[src/rtl/uart_tx_stream.sv]
// Buffered UART transmitter: valid/ready stream into a small FIFO, serialised LSB-first
// with run-time parity mode and back-to-back frames.
module uart_tx_stream #(
    parameter int DATA_BITS    = 8,
    parameter int CLKS_PER_BIT = 10417,
    parameter int STOP_BITS    = 1,
    parameter int FIFO_DEPTH   = 4
) (
    input  logic                             clk,
    input  logic                             rst_n,
    input  logic [DATA_BITS-1:0]             s_data,
    input  logic                             s_valid,
    output logic                             s_ready,
    input  logic [1:0]                       parity_mode,
    output logic                             tx,
    output logic                             busy,
    output logic [$clog2(FIFO_DEPTH+1)-1:0]  fifo_level
);
    localparam int CNT_W = $clog2(CLKS_PER_BIT);
    localparam int PTR_W = $clog2(FIFO_DEPTH);
    localparam int LVL_W = $clog2(FIFO_DEPTH + 1);
    localparam int BIT_W = $clog2(DATA_BITS);

    typedef enum logic [2:0] {
        S_IDLE,
        S_START,
        S_DATA,
        S_PARITY,
        S_STOP
    } state_e;

    logic [DATA_BITS-1:0] mem_q [FIFO_DEPTH];
    logic [PTR_W-1:0]     wr_ptr_q, wr_ptr_d;
    logic [PTR_W-1:0]     rd_ptr_q, rd_ptr_d;
    logic [LVL_W-1:0]     level_q, level_d;
    logic                 s_ready_q, s_ready_d;
    state_e               state_q, state_d;
    logic [CNT_W-1:0]     baud_q, baud_d;
    logic [BIT_W-1:0]     bit_q, bit_d;
    logic [DATA_BITS-1:0] shift_q, shift_d;
    logic                 par_en_q, par_en_d;
    logic                 par_bit_q, par_bit_d;
    logic                 tx_q, tx_d;
    logic                 busy_q, busy_d;

    logic                 push;
    logic                 pop;
    logic                 bit_done;
    logic [DATA_BITS-1:0] head;

    // NOTE: every signal gets a default at the top of the block so no path leaves it
    // unassigned; otherwise synthesis would infer a latch to hold the old value.
    always_comb begin
        push      = s_valid && s_ready_q;
        pop       = 1'b0;
        head      = mem_q[rd_ptr_q];
        bit_done  = (baud_q == CNT_W'(CLKS_PER_BIT - 1));
        state_d   = state_q;
        baud_d    = baud_q;
        bit_d     = bit_q;
        shift_d   = shift_q;
        par_en_d  = par_en_q;
        par_bit_d = par_bit_q;
        tx_d      = tx_q;

        if (state_q != S_IDLE) begin
            baud_d = bit_done ? '0 : baud_q + 1'b1;
        end

        case (state_q)
            S_IDLE: begin
                tx_d = 1'b1;
                if (level_q != '0) begin
                    pop = 1'b1;
                end
            end
            S_START: begin
                if (bit_done) begin
                    state_d = S_DATA;
                    tx_d    = shift_q[0];
                    shift_d = shift_q >> 1;
                    bit_d   = '0;
                end
            end
            S_DATA: begin
                if (bit_done) begin
                    if (bit_q == BIT_W'(DATA_BITS - 1)) begin
                        bit_d = '0;
                        if (par_en_q) begin
                            state_d = S_PARITY;
                            tx_d    = par_bit_q;
                        end else begin
                            state_d = S_STOP;
                            tx_d    = 1'b1;
                        end
                    end else begin
                        bit_d   = bit_q + 1'b1;
                        tx_d    = shift_q[0];
                        shift_d = shift_q >> 1;
                    end
                end
            end
            S_PARITY: begin
                if (bit_done) begin
                    state_d = S_STOP;
                    tx_d    = 1'b1;
                    bit_d   = '0;
                end
            end
            S_STOP: begin
                if (bit_done) begin
                    if (bit_q == BIT_W'(STOP_BITS - 1)) begin
                        // Chain straight into the next start bit when a word is waiting.
                        if (level_q != '0) begin
                            pop = 1'b1;
                        end else begin
                            state_d = S_IDLE;
                            tx_d    = 1'b1;
                        end
                    end else begin
                        bit_d = bit_q + 1'b1;
                    end
                end
            end
            default: begin
                state_d = S_IDLE;
                tx_d    = 1'b1;
            end
        endcase

        if (pop) begin
            state_d   = S_START;
            tx_d      = 1'b0;
            baud_d    = '0;
            bit_d     = '0;
            shift_d   = head;
            par_en_d  = (parity_mode == 2'b01) || (parity_mode == 2'b10);
            par_bit_d = (^head) ^ (parity_mode == 2'b10);
        end

        wr_ptr_d  = wr_ptr_q + PTR_W'(push);
        rd_ptr_d  = rd_ptr_q + PTR_W'(pop);
        level_d   = level_q + LVL_W'(push) - LVL_W'(pop);
        s_ready_d = (level_d != LVL_W'(FIFO_DEPTH));
        busy_d    = (state_d != S_IDLE) || (level_d != '0);
    end

    // NOTE: the storage array carries no reset; validity is tracked by the level and
    // pointers alone, which keeps the array mappable onto plain RAM or flop banks.
    always_ff @(posedge clk) begin
        if (push) begin
            mem_q[wr_ptr_q] <= s_data;
        end
    end

    // NOTE: sequential state uses non-blocking assignments so every flop samples the
    // pre-edge values regardless of statement order.
    always_ff @(posedge clk or negedge rst_n) begin
        if (!rst_n) begin
            wr_ptr_q  <= '0;
            rd_ptr_q  <= '0;
            level_q   <= '0;
            s_ready_q <= 1'b1;
            state_q   <= S_IDLE;
            baud_q    <= '0;
            bit_q     <= '0;
            shift_q   <= '0;
            par_en_q  <= 1'b0;
            par_bit_q <= 1'b0;
            tx_q      <= 1'b1;
            busy_q    <= 1'b0;
        end else begin
            wr_ptr_q  <= wr_ptr_d;
            rd_ptr_q  <= rd_ptr_d;
            level_q   <= level_d;
            s_ready_q <= s_ready_d;
            state_q   <= state_d;
            baud_q    <= baud_d;
            bit_q     <= bit_d;
            shift_q   <= shift_d;
            par_en_q  <= par_en_d;
            par_bit_q <= par_bit_d;
            tx_q      <= tx_d;
            busy_q    <= busy_d;
        end
    end

    assign s_ready    = s_ready_q;
    assign tx         = tx_q;
    assign busy       = busy_q;
    assign fifo_level = level_q;

endmodule

[config.mk]
export PLATFORM = sky130hd
export DESIGN_NAME = uart_tx_stream
export DESIGN_NICKNAME = d
export VERILOG_FILES = /design/src/rtl/uart_tx_stream.sv
export SDC_FILE = /design/constraint.sdc
export NUM_CORES = 1
export LEC_CHECK = 0
export BUFFER_PORTS_ARGS = -buffer_cell sky130_fd_sc_hd__buf_2
export CORE_MARGIN = 4
export CORE_UTILIZATION = 54
export DETAILED_ROUTE_END_ITERATION = 12
export GPL_TIMING_DRIVEN = 0
export PLACE_DENSITY = 0.75
export SLEW_MARGIN = 20
export SYNTH_ARGS = -nofsm -noshare
export SYNTH_HDL_FRONTEND = slang
export SYNTH_SLANG_ARGS = --single-unit
[constraint.sdc]
create_clock -name clk -period 3.68 [get_ports clk]
set_clock_uncertainty 0.2 [all_clocks]
set_input_delay 0.184 -clock clk [delete_from_list [all_inputs] [get_ports clk]]
set_output_delay 0.184 -clock clk [all_outputs]
set_load 0.01 [all_outputs]
==> metrics, run 1 <==
CP peak stage delay 0.43 ns; RR Endpoint busy$_DFF_PN0_; CP endpoint kind flip-flop; most used cell, CP ha_1; drt wl/cell 15.6 um; CP Class flip-flop to flip-flop; status finished, final reports clean; post-synth top area cell edfxtp_1; Residual DRC 0; PortBufs 18; final period utilization 0.970; P_sw 0.550 mW; PwrDens 483 nW/um2; Site Rows 28; Max rail drop VDD 0.000462 V; async set-reset flop share out of synthesis 0.556; CP startpoint kind flip-flop; Setup-failing EPs final 0; WHS Endpoint par_en_q$_DFFE_PN0N_; P_int 1.35 mW; P_leak 1.66 nW; Distinct cells, synth 44; Final min period 3.57 ns; DR vias 2131; Max Fclk 280 MHz; hold path depth 4; Area Growth Syn to Fin 15.7%; Synth Register Bits 72; Final Max Tran Viols 0; share of cells above drive strength 1 0.198; Worst EP arrival 3.58 ns; Antenna Cells 0; most common flop cell mapped by yosys dfrtp_1; Syn Nets 294; Die W 87.3 um; die height 87.3 um; Slew @ Worst Pin 0.886 ns; setup_tns 0 ns; Final Power 1.90 mW; Synth Instances 270; die area 7630 um2; Core Box Area 6030 um2; CTS buffer count 9; vias in the first global route 2066; sequential area share after synthesis 0.578; Final Util 0.653; DP HPWL 3980 um; DRT Pass-1 Iters 4; min-delay src parity_mode[0]; via-per-instance ratio 5.42; crit path max-delay cell type dfrtp_1; Initial Utilization 0.564; gr usage total 0.180; total wire length 6120 um; cell area after synthesis 3400 um2; GP Congestion 0.809; Fin. Hold Viols 0; max cap viols 0; clk root buf clkbuf_8; most frequent cells after synthesis dfrtp_1 (38), edfxtp_1 (32), nor2_1 (20); DRT antenna net count 0; Clock Pin Slew Worst Setup and Hold Paths 0.08 ns; Seq pwr share 0.527; Clk pwr share 0.311; Gate power share 0.162; largest net degree at the start of global routing 41; HP Class input pin to flip-flop; top cells by area, synth edfxtp_1 (28%), dfrtp_1 (28%), ha_1 (3.7%), mux4_1 (3.1%), xnor2_1 (3.1%); Total Nets Final 337; Slew headroom 0.409; YS warnings 0; Worst-Skew Late Latency 0.35 ns; worst r2r path cells 15; worst-path cell chain inv_1, ha_1, and4bb_2, nand4_1, o21ai_2, nand2_4, inv_4, ha_1, inv_1, ha_1, fa_1, xnor2_1, xnor2_1, nand2b_1, or4_1; Overflow after GRT 0; H-tree lvl count 3; CTS tree yes; num ports 19; Post-synth EDFFs 32; initial DRC count 81; Worst Path Required 3.69 ns; Clock Sink Count 72; CP max FO 5; Max Buffers Root-to-Sink 2; Sw Share 0.290; worst reg2reg path startpoint baud_q[0]$_DFFE_PN0P_; antenna violations before repair 0; syn avg cell area 12.6 um2; reg2reg setup slack 0.11 ns; share of Yosys cell area claimed by the top area cell type 0.283; count leader, synth dfrtp_1; first-pass GRT wire length 10200 um
==> worst max-delay path: cells and delay by family (launching register included) <==
family	cells	cell delay, ns
AND/OR/NAND/NOR	5	1.15
adder cells (fa/ha/maj)	4	0.83
flip-flops	1	0.43
XOR/XNOR	2	0.30
AO/OA/AOI/OAI	1	0.27
buffers and inverters	3	0.25
==> timing repair <==
| item | 4_1_cts | 5_1_grt |
|---|---|---|
| pin swaps | 1 | 1 |
| setup buffers | 2 | 3 |
| setup endpoints to repair | 1 | 1 |
| hold buffers | 10 | 0 |
| endpoints found under the hold margin | 71 | 0 |
| resized for setup | 4 | 2 |
==> worst max-delay path by stage <==
stage	slack (ns)	startpoint	depth (start not counted)	endpoint
finish	0.11	baud_q[0]$_DFFE_PN0P_	15	busy$_DFF_PN0_
global route	-0.01	baud_q[0]$_DFFE_PN0P_	15	busy$_DFF_PN0_
floorplan	0.12	baud_q[0]$_DFFE_PN0P_	16	busy$_DFF_PN0_
global placement	-0.40	baud_q[0]$_DFFE_PN0P_	16	busy$_DFF_PN0_
detailed placement	-0.44	baud_q[0]$_DFFE_PN0P_	16	busy$_DFF_PN0_
CTS	0.001	baud_q[0]$_DFFE_PN0P_	15	busy$_DFF_PN0_
==> flip-flops by register name, summed over array words and instances, names as in the netlist <==
name	cells
wr_ptr_q	2
busy	1
mem_q	32
shift_q	8
tx	1
baud_q	14
par_bit_q	1
fifo_level	3
bit_q	3
state_q	3
s_ready	1
rd_ptr_q	2
par_en_q	1
==> routing by layer <==
| metal | global-route usage | share of wire | up-vias |
|---|---|---|---|
| li1 | - | - | 1060 |
| met2 | 0.277 | 0.48 | 35 |
| met5 | 0 | 0 | - |
| met3 | 0.0482 | 0.032 | 9 |
| met1 | 0.247 | 0.47 | 1027 |
| met4 | 0.0669 | 0.017 | 0 |
==> cell type report <==
class | count | area, um2
fillers | 475 | 2090
flip-flops and latches | 72 | 1960
multi-input cells | 171 | 1340
repair buffers | 33 | 228
clock buffers | 9 | 124
well taps | 75 | 93.8
inverters | 17 | 66.3
clock inverters | 7 | 62.6
plain buffers | 9 | 57.6
==> kinds of logic (layout without fill, tap and decap cells) <==
| kind of cell | after synthesis | after routing | synth area share |
|---|---|---|---|
| DFF | 72 | 72 | 0.578 |
| adders and majority gates | 11 | 11 | 0.0427 |
| buffers and inverters | 27 | 75 | 0.0368 |
| AOI/OAI and AO/OA | 37 | 37 | 0.0644 |
| xor gates and xnor gates | 23 | 23 | 0.0655 |
| and+or+nand+nor | 80 | 80 | 0.119 |
| muxes | 20 | 20 | 0.0935 |
==> cells in the final DEF (no fill, tap or decap), types with 3 or more instances in the layout <==
cell type	Yosys	final
nor3b_1	6	4
nor3_1	13	12
xor2_1	9	9
ha_1	10	10
dlygate4sd3_1	0	10
edfxtp_1	32	32
nand3_1	4	4
mux4_2	4	4
a21oi_1	13	13
mux2i_1	10	10
buf_4	1	6
o21ai_0	12	11
nand2b_1	3	3
buf_2	2	20
clkbuf_8	1	10
nand4_1	5	5
dfrtp_1	38	38
xnor2_1	12	12
nor2_1	20	20
o22ai_1	3	3
clkbuf_1	5	4
inv_1	17	16
mux4_1	4	4
inv_6	0	3
nand2_1	18	17
and3_1	5	5
==> power groups by stage <==
stage,logic (mW),clock network [mW],registers (mW)
global route,0.340,0.645,1.01
CTS,0.313,0.599,1.00
floorplan,0.198,0,1.01
finish,0.308,0.591,1.00
global placement,0.289,0,1.01
detailed placement,0.305,0,1.02
==> stage by stage <==
step	hold WS (ns)	instance area (um2)	worst slack, ns	instances
floorplan	-0.312	3400	0.120	270
global placement	0.153	3580	-0.404	363
detailed placement	0.158	3600	-0.436	363
CTS	0.0443	3900	0.00127	390
global route	0.0623	3930	-0.0123	393
finish	0.0358	3930	0.109	393
No activity file was read; power rests on OpenSTA's default activity.
==> run 2, diff against run 1 <==
--- a/config.mk
+++ b/config.mk
@@ -8,6 +8,7 @@
 export BUFFER_PORTS_ARGS = -buffer_cell sky130_fd_sc_hd__buf_2
 export CORE_MARGIN = 4
 export CORE_UTILIZATION = 54
+export CTS_BUF_LIST = sky130_fd_sc_hd__clkbuf_16
 export DETAILED_ROUTE_END_ITERATION = 12
 export GPL_TIMING_DRIVEN = 0
 export PLACE_DENSITY = 0.75
==> metrics, run 2 (synthesis gave the netlist of run 1 again) <==
status finished, final reports clean; initial DRC count 101; CTS buffer count 9; reg2reg setup slack 0.12 ns; Max Fclk 281 MHz; DRT antenna net count 0; Final min period 3.56 ns; CP endpoint kind flip-flop; CP startpoint kind flip-flop; Die W 87.3 um; RR Endpoint busy$_DFF_PN0_; Initial Utilization 0.564; share of cells above drive strength 1 0.198; die height 87.3 um; Final Max Tran Viols 0; DR vias 2118; clk root buf clkbuf_16; Worst EP arrival 3.55 ns; largest net degree at the start of global routing 41; Area Growth Syn to Fin 18.7%; most frequent cells in the layout dfrtp_1 (38), edfxtp_1 (32), buf_2 (20), nor2_1 (20), nand2_1 (17); Slew headroom 0.409; Clock Sink Count 72; vias in the first global route 2087; via-per-instance ratio 5.39; gr usage total 0.178; Antenna Cells 0; final setup margin 0.125 ns; most common cell after layout, fill and taps aside dfrtp_1; PortBufs 18; CTS tree yes; Site Rows 28; PwrDens 529 nW/um2; antenna violations before repair 0; DRT Pass-1 Iters 6; Worst-Skew Late Latency 0.33 ns; Worst Setup EP busy$_DFF_PN0_; Max rail drop VDD 0.000492 V; Clock Pin Slew Worst Setup and Hold Paths 0.06 ns; DP Worst Slack -0.436 ns; Slew @ Worst Pin 0.887 ns; P_leak 1.71 nW; worst reg2reg path startpoint baud_q[0]$_DFFE_PN0P_; Core Box Area 6030 um2; Total Nets Final 337; drt wl/cell 15.2 um; Setup-failing EPs final 0; Largest regs mem_q (32), baud_q (14), shift_q (8); GP Congestion 0.809; CP Class flip-flop to flip-flop; H-tree lvl count 3; Worst Path Required 3.67 ns; final period utilization 0.966; max cap viols 0; HP Class input pin to flip-flop; num ports 19; die area 7630 um2; fillers 466; Largest Register mem_q; DP HPWL 3980 um; Residual DRC 0; Critical Path Source baud_q[0]$_DFFE_PN0P_; total wire length 5990 um; CP max FO 5; worst r2r path cells 15; Overflow after GRT 0; max FFs per register 32; Final Power 2.13 mW; first-pass GRT wire length 10200 um; Fin. Hold Viols 0; Max Buffers Root-to-Sink 2
-- run 2: cell counts in the layout (fill, tap and decap cells not counted) --
Identical to the previous run, type by type.
-- run 2: final cells by class --
| class | count | area, um2 | share of cell area |
|---|---|---|---|
| Clock buffer | 9 | 225 | 0.0558 |
| Clock inverter | 7 | 62.6 | 0.0155 |
| Buffer | 9 | 57.6 | 0.0143 |
| Sequential cell | 72 | 1960 | 0.487 |
| Inverter | 17 | 66.3 | 0.0164 |
| Tap cell | 75 | 93.8 | 0.0233 |
| Multi-Input combinational cell | 171 | 1340 | 0.331 |
| Timing Repair Buffer | 33 | 228 | 0.0565 |
-- run 2: power by group --
part	total, mW	internal, mW	switching (mW)
sequential	1.00	0.952	0.0499
clock	0.826	0.470	0.356
combinational	0.306	0.141	0.165
-- run 2: worst min path at each step --
| stage | startpoint | endpoint | slack (ns) | depth (start not counted) |
|---|---|---|---|---|
| final | parity_mode[0] | par_en_q$_DFFE_PN0N_ | 0.06 | 4 |
| after floorplan | rst_n | baud_q[0]$_DFFE_PN0P_ | -0.31 | 0 |
| after CTS | parity_mode[0] | par_en_q$_DFFE_PN0N_ | 0.08 | 4 |
| after global routing | parity_mode[0] | par_en_q$_DFFE_PN0N_ | 0.1 | 4 |
| after global placement | rst_n | bit_q[0]$_DFFE_PN0P_ | 0.15 | 1 |
| after detailed placement | rst_n | baud_q[0]$_DFFE_PN0P_ | 0.16 | 1 |
-- run 2: what timing repair did --
action,CTS,global route
hold endpoints to repair,71,0
setup buffers,2,3
endpoints found under the setup margin,1,1
resized for setup,4,2
hold buffers,10,0
pin swaps,1,1
-- run 2: layer usage --
layer | up-vias | global-route usage | share of wire
met2 | 26 | 0.268 | 0.47
li1 | 1061 | - | -
met3 | 13 | 0.0341 | 0.025
met4 | 0 | 0.0879 | 0.022
met1 | 1018 | 0.247 | 0.48
met5 | - | 0 | 0
-- run 2: through the flow --
| stage | util | TNS, ns | std cells | hold slack [ns] | instance area, um2 |
|---|---|---|---|---|---|
| floorplan | - | 0 | 270 | -0.312 | 3400 |
| global placement | 0.595 | -0.404 | 363 | 0.153 | 3580 |
| detailed placement | 0.597 | -0.436 | 363 | 0.158 | 3600 |
| CTS | 0.664 | 0 | 390 | 0.0758 | 4000 |
| global route | 0.669 | -0.00816 | 393 | 0.0966 | 4030 |
| finish | 0.669 | 0 | 393 | 0.0639 | 4030 |
-- run 2: critical path, cell delays in order (launching register included) --
cell and delay, ns:
dfrtp_1 0.42, inv_1 0.11, ha_1 0.16, and4bb_2 0.24, nand4_1 0.21, o21ai_2 0.27
nand2_4 0.09, inv_4 0.10, ha_1 0.13, inv_1 0.04, ha_1 0.18, fa_1 0.37
xnor2_1 0.14, xnor2_1 0.16, nand2b_1 0.18, or4_1 0.42
==> run 3, diff against run 2 <==
--- a/config.mk
+++ b/config.mk
@@ -12,6 +12,7 @@
 export DETAILED_ROUTE_END_ITERATION = 12
 export GPL_TIMING_DRIVEN = 0
 export PLACE_DENSITY = 0.75
+export SETUP_SLACK_MARGIN = 0.15
 export SLEW_MARGIN = 20
 export SYNTH_ARGS = -nofsm -noshare
 export SYNTH_HDL_FRONTEND = slang
==> metrics, run 3 (synthesis gave the netlist of run 1 again) <==
Total Nets Final 341; die height 87.3 um; CTS tree yes; CTS buffer count 9; first-pass GRT wire length 10500 um; largest net degree at the start of global routing 41; Max Fclk 288 MHz; RR Endpoint busy$_DFF_PN0_; worst-path cell chain inv_2, ha_4, and4bb_2, nand4_1, o21ai_2, nand2_2, buf_8, inv_4, ha_1, inv_1, ha_2, fa_2, xnor2_2, xnor2_2, nand2b_4, or4_4; Max Buffers Root-to-Sink 2; max FFs per register 32; status finished, final reports clean; CP Class flip-flop to flip-flop; Fin. Hold Viols 0; P_leak 1.76 nW; CP peak stage delay 0.42 ns; Die W 87.3 um; DRT antenna net count 0; H-tree lvl count 3; total wire length 6240 um; Worst Path Required 3.67 ns; Slew headroom 0.399; CP startpoint kind flip-flop; Largest Register mem_q; reg2reg setup slack 0.21 ns; Clock Sink Count 72; num ports 19; Worst-Skew Late Latency 0.33 ns; drt wl/cell 15.7 um; worst r2r path cells 16; crit path max-delay cell type or4_4; via-per-instance ratio 5.43; WHS Endpoint par_en_q$_DFFE_PN0N_; Site Rows 28; Final Max Tran Viols 0; Final Util 0.687; register area 1960 um2; clk root buf clkbuf_16; Antenna Cells 0; Overflow after GRT 0; initial DRC count 77; share of cells above drive strength 1 0.239; CP endpoint kind flip-flop; DR vias 2155; worst reg2reg path startpoint baud_q[0]$_DFFE_PN0P_; RSZ-0062 raised after global routing yes; Residual DRC 0; Core Box Area 6030 um2; Setup-failing EPs final 0; Initial Utilization 0.564; final period utilization 0.944; Max rail drop VDD 0.000568 V; vias in the first global route 2215; DP HPWL 4160 um; hold path depth 4; HP Class input pin to flip-flop; fillers 430; antenna violations before repair 0; Clock Pin Slew Worst Setup and Hold Paths 0.06 ns; DRT Pass-1 Iters 4; CP max FO 3; Slew @ Worst Pin 0.901 ns; die area 7630 um2; Final min period 3.47 ns; Final Power 2.26 mW; Area Growth Syn to Fin 21.8%; Worst EP arrival 3.47 ns; area taken by multi-input logic gates 1390 um2; PwrDens 547 nW/um2; most used cell, CP xnor2_2; most frequent cells in the layout dfrtp_1 (38), edfxtp_1 (32), buf_2 (20); Largest regs mem_q (32), baud_q (14), shift_q (8); gr usage total 0.182; max cap viols 0; most common cell after layout, fill and taps aside dfrtp_1; PortBufs 18; GP Congestion 0.819; min-delay src parity_mode[0]
## run 3: layout make-up
type	count	area share
flip-flops and latches	72	0.474
multi-input cells	171	0.335
repair buffers	36	0.0604
clock buffers	9	0.0544
well taps	75	0.0227
clock inverters	7	0.0193
plain buffers	10	0.0175
inverters	17	0.0160
## run 3: layer usage
layer / track usage / routed length (um) / part of all wire / vias to the layer above
li1: - / - / - / 1067
met5: 0 / 0 / 0 / -
met2: 0.299 / 3140 / 0.50 / 34
met1: 0.230 / 2800 / 0.45 / 1050
met3: 0.0596 / 264 / 0.042 / 4
met4: 0.0516 / 33 / 0.0053 / 0
## run 3: power by group
group	internal (mW)	switching, mW	leakage, nW
combinational	0.188	0.195	0.824
clock	0.532	0.341	0.148
sequential	0.952	0.0559	0.785
## run 3: worst max-delay path by stage
| stage | startpoint | end | slack [ns] | depth (start not counted) |
|---|---|---|---|---|
| after floorplan | baud_q[0]$_DFFE_PN0P_ | busy$_DFF_PN0_ | 0.23 | 16 |
| after global placement | baud_q[0]$_DFFE_PN0P_ | busy$_DFF_PN0_ | -0.27 | 16 |
| after detailed placement | baud_q[0]$_DFFE_PN0P_ | busy$_DFF_PN0_ | -0.31 | 16 |
| after CTS | baud_q[0]$_DFFE_PN0P_ | busy$_DFF_PN0_ | 0.13 | 16 |
| after global routing | baud_q[0]$_DFFE_PN0P_ | busy$_DFF_PN0_ | 0.06 | 16 |
| final | baud_q[0]$_DFFE_PN0P_ | busy$_DFF_PN0_ | 0.21 | 16 |
## run 3: critical path, delay by kind of cell, from the launching register on
kind / cells / cell delay (ns)
AOI/OAI and AO/OA: 1 / 0.22
xor gates and xnor gates: 2 / 0.32
buffers and inverters: 4 / 0.35
adders and majority gates: 4 / 0.76
DFF: 1 / 0.40
and+or+nand+nor: 5 / 1.08
## run 3: metrics by stage
step	cell area [um2]	setup TNS, ns	hold slack, ns	setup WS (ns)	std cells
finish	4140	0	0.0619	0.208	397
global placement	3580	-0.267	0.163	-0.267	363
CTS	4110	0	0.0650	0.132	395
global route	4140	0	0.0660	0.0644	397
floorplan	3400	0	-0.312	0.229	270
detailed placement	3600	-0.308	0.170	-0.308	363
## run 3: repair_timing
action / 4_1_cts / 5_1_grt
endpoints found under the hold margin: 71 / 0
hold buffers: 10 / 0
endpoints found under the setup margin: 1 / 1
gates resized for setup: 17 / 4
pin swaps: 4 / 4
setup buffers: 6 / 2
